[src/rtl/pong_pkg.sv]
// Shared types and constants for the PONG score/rally sequencer.
// Holds the game state encoding, BCD digit width, serve directions and a BCD increment helper.
package pong_pkg;

  localparam int DIGIT_W = 4;

  localparam logic DIR_LEFT  = 1'b0;
  localparam logic DIR_RIGHT = 1'b1;

  typedef enum logic [2:0] {
    S_IDLE      = 3'd0,
    S_PAUSE     = 3'd1,
    S_SERVE     = 3'd2,
    S_PLAY      = 3'd3,
    S_GAME_OVER = 3'd4
  } state_t;

  // Two-digit packed BCD {tens, units} plus one; 99 wraps to 00.
  function automatic logic [2*DIGIT_W-1:0] bcd_inc2(input logic [2*DIGIT_W-1:0] v);
    logic [DIGIT_W-1:0] u;
    logic [DIGIT_W-1:0] t;
    u = v[DIGIT_W-1:0];
    t = v[2*DIGIT_W-1:DIGIT_W];
    if (u == DIGIT_W'(9)) begin
      u = '0;
      t = (t == DIGIT_W'(9)) ? '0 : t + DIGIT_W'(1);
    end else begin
      u = u + DIGIT_W'(1);
    end
    return {t, u};
  endfunction

endpackage

[src/rtl/bcd_score_counter.sv]
// Two cascaded BCD digits for one player's score; clr is synchronous and wins over inc.
// Latency: digits update on the edge that samples inc; no backpressure (pulse input).
module bcd_score_counter
  import pong_pkg::*;
(
  input  logic               clk,
  input  logic               clr,
  input  logic               inc,
  output logic [DIGIT_W-1:0] q0,
  output logic [DIGIT_W-1:0] q1
);

  always_ff @(posedge clk) begin
    if (clr) begin
      q0 <= '0;
      q1 <= '0;
    end else if (inc) begin
      if (q0 == DIGIT_W'(9)) begin
        q0 <= '0;
        q1 <= (q1 == DIGIT_W'(9)) ? '0 : q1 + DIGIT_W'(1);
      end else begin
        q0 <= q0 + DIGIT_W'(1);
      end
    end
  end

endmodule

[src/rtl/pong_score_controller.sv]
// Game sequencer: owns both BCD scores, counts the inter-point pause and issues serve pulses.
// Latency: all outputs registered, one edge after the input event; no backpressure (pulse inputs).
module pong_score_controller
  import pong_pkg::*;
#(
  parameter logic [2*DIGIT_W-1:0] WIN_SCORE    = 8'h11,
  parameter int                   PAUSE_CYCLES = 50_000_000
) (
  input  logic               clk,
  input  logic               clr,
  input  logic               point_l,
  input  logic               point_r,
  input  logic               new_game,
  output logic [DIGIT_W-1:0] l_q0,
  output logic [DIGIT_W-1:0] l_q1,
  output logic [DIGIT_W-1:0] r_q0,
  output logic [DIGIT_W-1:0] r_q1,
  output logic               serve,
  output logic               serve_dir,
  output logic               in_play,
  output logic               game_over,
  output logic               winner
);

  localparam int               CNT_W      = $clog2(PAUSE_CYCLES + 1);
  localparam logic [CNT_W-1:0] PAUSE_LOAD = CNT_W'(PAUSE_CYCLES - 1);

  state_t           state;
  state_t           state_nxt;
  logic [CNT_W-1:0] cnt;
  logic [CNT_W-1:0] cnt_nxt;
  logic             dir_nxt;
  logic             winner_nxt;

  logic             ev_l;
  logic             ev_r;
  logic             ev_void;
  logic             score_clr;
  logic             l_win;
  logic             r_win;

  // A simultaneous pair voids the rally; new_game pre-empts any point in the same cycle.
  assign ev_l      = (state == S_PLAY) && point_l && !point_r && !new_game;
  assign ev_r      = (state == S_PLAY) && point_r && !point_l && !new_game;
  assign ev_void   = (state == S_PLAY) && point_l &&  point_r && !new_game;
  assign score_clr = clr | new_game;

  assign l_win = (bcd_inc2({l_q1, l_q0}) == WIN_SCORE);
  assign r_win = (bcd_inc2({r_q1, r_q0}) == WIN_SCORE);

  bcd_score_counter u_left (
    .clk (clk),
    .clr (score_clr),
    .inc (ev_l),
    .q0  (l_q0),
    .q1  (l_q1)
  );

  bcd_score_counter u_right (
    .clk (clk),
    .clr (score_clr),
    .inc (ev_r),
    .q0  (r_q0),
    .q1  (r_q1)
  );

  always_comb begin
    state_nxt  = state;
    cnt_nxt    = cnt;
    dir_nxt    = serve_dir;
    winner_nxt = winner;
    if (new_game) begin
      state_nxt  = S_PAUSE;
      cnt_nxt    = PAUSE_LOAD;
      dir_nxt    = DIR_LEFT;
      winner_nxt = 1'b0;
    end else begin
      case (state)
        S_IDLE: begin
          state_nxt = S_IDLE;
        end
        S_PAUSE: begin
          if (cnt == '0) begin
            state_nxt = S_SERVE;
          end else begin
            cnt_nxt = cnt - CNT_W'(1);
          end
        end
        S_SERVE: begin
          state_nxt = S_PLAY;
        end
        S_PLAY: begin
          if (ev_void) begin
            state_nxt = S_PAUSE;
            cnt_nxt   = PAUSE_LOAD;
          end else if (ev_l) begin
            if (l_win) begin
              state_nxt  = S_GAME_OVER;
              winner_nxt = DIR_LEFT;
            end else begin
              state_nxt = S_PAUSE;
              cnt_nxt   = PAUSE_LOAD;
              dir_nxt   = DIR_LEFT;
            end
          end else if (ev_r) begin
            if (r_win) begin
              state_nxt  = S_GAME_OVER;
              winner_nxt = DIR_RIGHT;
            end else begin
              state_nxt = S_PAUSE;
              cnt_nxt   = PAUSE_LOAD;
              dir_nxt   = DIR_RIGHT;
            end
          end
        end
        S_GAME_OVER: begin
          state_nxt = S_GAME_OVER;
        end
        default: begin
          state_nxt = S_IDLE;
        end
      endcase
    end
  end

  // Status outputs are decoded from the next state so they are true flops, aligned with state.
  always_ff @(posedge clk) begin
    if (clr) begin
      state     <= S_IDLE;
      cnt       <= '0;
      serve_dir <= DIR_LEFT;
      winner    <= 1'b0;
      serve     <= 1'b0;
      in_play   <= 1'b0;
      game_over <= 1'b0;
    end else begin
      state     <= state_nxt;
      cnt       <= cnt_nxt;
      serve_dir <= dir_nxt;
      winner    <= winner_nxt;
      serve     <= (state_nxt == S_SERVE);
      in_play   <= (state_nxt == S_PLAY);
      game_over <= (state_nxt == S_GAME_OVER);
    end
  end

  a_serve_single: assert property (@(posedge clk) disable iff (clr) serve |=> !serve);

endmodule

[config.mk]
export PLATFORM = sky130hd
export DESIGN_NAME = pong_score_controller
export DESIGN_NICKNAME = d
export VERILOG_FILES = /design/src/rtl/pong_pkg.sv /design/src/rtl/bcd_score_counter.sv /design/src/rtl/pong_score_controller.sv
export SDC_FILE = /design/constraint.sdc
export NUM_CORES = 1
export LEC_CHECK = 0
export BUFFER_PORTS_ARGS = -buffer_cell sky130_fd_sc_hd__clkbuf_2
export CAP_MARGIN = 0
export CORE_MARGIN = 2
export CORE_UTILIZATION = 45
export CTS_BUF_LIST = sky130_fd_sc_hd__clkbuf_8
export DETAILED_ROUTE_END_ITERATION = 6
export GPL_ROUTABILITY_DRIVEN = 0
export GPL_TIMING_DRIVEN = 0
export HOLD_SLACK_MARGIN = 0.08
export PLACE_DENSITY = 0.7
export SLEW_MARGIN = 25
export SYNTH_ARGS = -nofsm -noshare
export SYNTH_HDL_FRONTEND = slang
export SYNTH_HIERARCHICAL = 1
export SYNTH_SLANG_ARGS = --single-unit
[constraint.sdc]
create_clock -name clk -period 2.4 [get_ports clk]
set_input_delay 0.24 -clock clk [delete_from_list [all_inputs] [get_ports clk]]
set_output_delay 0.24 -clock clk [all_outputs]
set_load 0.01 [all_outputs]
==> metrics <==
Setup-failing EPs final 0; Synth Area in Compound Gates 23.65%; Sequential Area 0.001006 mm²; first-pass GRT wire length 12.38 mm; number of antenna violations at the first check in global routing 0; first-iteration detailed-routing DRC count roughly 180; global route total overflow 0; count of unresolved DRC violations after routing 0; worst-path maximum fanout 5; standard-cell row count 28; half-perimeter wire length after placement 5.102 mm; required time of the critical path 2580 ps; multiplexer area fraction after synthesis approximately 1.2%; highest clock rate 420.2 MHz; Ant. Diodes 0; total clock sinks 50; number of synthesis warnings 6; effective utilization at floorplan 46.89%; drt pass-1 iters 6; Multi-input gate area 0.001732 mm²; vias in the first global route between 2k and 3k; proportion of synthesized chip area in sequential cells 35.63%; Distinct cells, synth 56; detailed-routed wire length on met3 498 µm; share of the clock period used by the worst path after layout 99.16%; residual antenna-violating net count after detailed routing 0; hold_buf cts 0; hold-critical path depth 3; Post-Synthesis Cell Area 0.002809 mm²; area share of and/or/nand/nor cells after synthesis 32.16%; number of synthesized flops with an enable pin 0; Total Wirelength 7.369 mm; Port Buf Inserts 25; XOR/XNOR share of the synthesized area under 10%; clock-pin transition on the worst setup and hold timing paths roughly 90 ps; share of flip-flops with an asynchronous set or reset 0%; met1 wire length ~3.3 mm; final hold violation count 0; global routing usage summed across all routing layers 21.23%; Crit path largest cell delay between 500 and 600 ps; Min Clock Period, post-route about 2400 ps; number of levels in the clock H-tree 2; pwr dens 583.8 mW/mm²; ratio of cells with drive above 1 in the final layout about 22%; buffer levels on the longest clock path 2; worst slew pin tran 726.5 ps; normalized max-slew margin 51.16%; PnR Total Power between 1.5 and 2 mW; path category of the worst min-delay check in2reg; Fillers 598; status complete, no violations; arrival time reported for the critical path endpoint 2560 ps; category of the critical setup timing path reg2reg; top routing layer in use met4; horizontal extent of the die between 80 and 90 µm; type of element capturing the critical path flip-flop; area of the die 0.006890 mm²; cell with the biggest individual delay on the critical path or4_4; crit-path cells or3_4 > or3_4 > or4_4 > a21oi_4 > buf_4 > o21ai_0; total length of routed met2 wires 3.448 mm; combinational family with the most area after synthesis simple AND/OR/NAND/NOR gates; flip-flop and latch count after synthesis 50; Core Box Area 0.005991 mm²; critical path startpoint category flip-flop; TritonCTS Buffers 5; Leakage 1.136 nW; vertical extent of the die 83.01 µm; Final Slew Violations 0; Via Count 2793; max-capacitance violation count 0; maximum number of pins on one net before global-route repair 15; net total in the final layout between 300 and 400; RSZ-0062 raised after global routing yes; cell seen most often among critical-path stages or3_4; number of I/O pins 26; insertion delay of the later-clocked pin in the worst-skew pair roughly 300 ps; Vias per Instance 6.207; Syn Nets approximately 340; final clock skew around 5.7 ps; total cell area at the placement stage between 0.003 and 0.004 mm²; synthesized area per cell 8.385 µm²; count of cells along the worst register-to-register path 6; routed length per placed instance 16.38 µm; layout overhead on the synthesized area 17.33%; cell count after synthesis 335; adder and majority cell fraction of the synthesized area 0.4454%; Root Driver clkbuf_8; TritonCTS clock tree yes; design area 0.003296 mm²; Synth Flop Type dfxtp_1; VDD IR-drop max 0.0003333 V
==> placed cells by master (no fill, tap or decap), types with 3 or more instances in the layout <==
| cell type | Yosys | layout |
|---|---|---|
| a21oi_1 | 24 | 23 |
| buf_2 | 5 | 3 |
| buf_4 | 1 | 8 |
| clkbuf_1 | 10 | 8 |
| clkbuf_2 | 0 | 25 |
| clkbuf_8 | 0 | 5 |
| dfxtp_1 | 50 | 46 |
| dfxtp_2 | 0 | 4 |
| inv_1 | 23 | 23 |
| nand2_1 | 18 | 18 |
| nand2b_1 | 6 | 6 |
| nand3_1 | 8 | 8 |
| nor2_1 | 23 | 23 |
| nor2b_1 | 7 | 7 |
| nor3_1 | 11 | 11 |
| nor3b_1 | 8 | 6 |
| nor4_1 | 9 | 6 |
| nor4b_1 | 3 | 3 |
| o2111ai_1 | 7 | 7 |
| o21ai_0 | 13 | 12 |
| o22ai_1 | 3 | 3 |
| o311ai_0 | 5 | 5 |
| o31a_1 | 3 | 3 |
| o31ai_1 | 10 | 9 |
| o32ai_1 | 10 | 10 |
| o41ai_1 | 3 | 3 |
| or2_2 | 7 | 7 |
| or3_1 | 6 | 5 |
| or3_4 | 2 | 3 |
| or3b_2 | 3 | 3 |
| or4_1 | 20 | 20 |
==> critical path: cells and delay by family (launching register included) <==
family | cells | cell delay, ps
and+or+nand+nor | 3 | 1400
AOI/OAI and AO/OA | 2 | 350
DFF | 1 | 340
buffers and inverters | 1 | 170
==> synth_stat cells (all sizes together) (8+ instances only) <==
cell type,n,share of area (%)
nand3,8,1.4
o32ai,10,3.1
nor3b,9,2.6
nor2,23,3.1
o21ai,14,2.5
nor4,9,2.0
nor3,11,2.0
or3,8,2.1
a21oi,25,4.6
or4,22,6.1
nand2,18,2.4
dfxtp,50,36
clkbuf,10,1.3
inv,23,3.1
o31ai,10,2.7
==> layer usage <==
metal	up-vias	GRT usage, %
met4	0	8.644
li1	1368	-
met3	19	4.076
met2	110	34.31
met1	1296	27.78
met5	-	0
==> layout make-up <==
class,count,share of cell area (%)
Tap cell,75,2.847
Multi-Input combinational cell,245,52.54
Clock buffer,5,2.088
Buffer,16,2.506
Sequential cell,50,30.52
Timing Repair Buffer,33,5.733
Inverter,23,2.620
Clock inverter,3,1.139
==> power breakdown <==
| group | internal, mW | switching, mW | leakage [nW] |
|---|---|---|---|
| clock | 0.304 | 0.279 | 0.0607 |
| sequential | 0.880 | 0.0612 | 0.410 |
| combinational | 0.165 | 0.235 | 0.666 |
| total | 1.35 | 0.575 | 1.14 |
==> sequential cells by signal, indices dropped and copies added (netlist names), 3 cells and up <==
name / cells
u_right/q0: 4
u_right/q1: 4
u_left/q0: 4
state: 3
u_left/q1: 4
cnt: 26
==> through the flow <==
stage / setup TNS, ps / hold slack, ps / worst slack, ps / util [%] / cells
2_1_floorplan: 0 / 424.6 / 193.2 / - / 335
3_3_place_gp: -6517 / 480.1 / -363.9 / 50.54 / 435
3_5_place_dp: -6092 / 489.0 / -364.0 / 50.65 / 435
4_1_cts: 0 / 260.0 / 5.751 / 53.24 / 444
5_1_grt: -157.9 / 284.8 / -46.00 / 55.01 / 450
6_report: 0 / 270.8 / 20.20 / 55.01 / 450
==> worst paths after layout <==
kind              startpoint      end  slack, ps
setup / recovery     cnt[20]  cnt[23]         20
hold / removal           clr  cnt[15]        270
setup reg to reg     cnt[20]  cnt[23]         20
hold reg to reg      cnt[12]  cnt[12]        510
==> logic make-up (layout without fill, tap and decap cells) <==
kind of cell | after synthesis | count (layout)
buffers and inverters | 40 | 80
flip-flops | 50 | 50
adder cells (fa/ha/maj) | 1 | 1
XOR/XNOR | 4 | 4
multiplexers | 3 | 3
AO/OA/AOI/OAI | 94 | 94
AND/OR/NAND/NOR | 143 | 143
==> what timing repair did <==
action | 4_1_cts | 5_1_grt
resized for setup | 8 | 22
gates cloned | 0 | 1
pin swaps | 3 | 4
setup endpoints to repair | 30 | 34
buffers inserted | 1 | 6
Power figures use the tool's default switching activity.
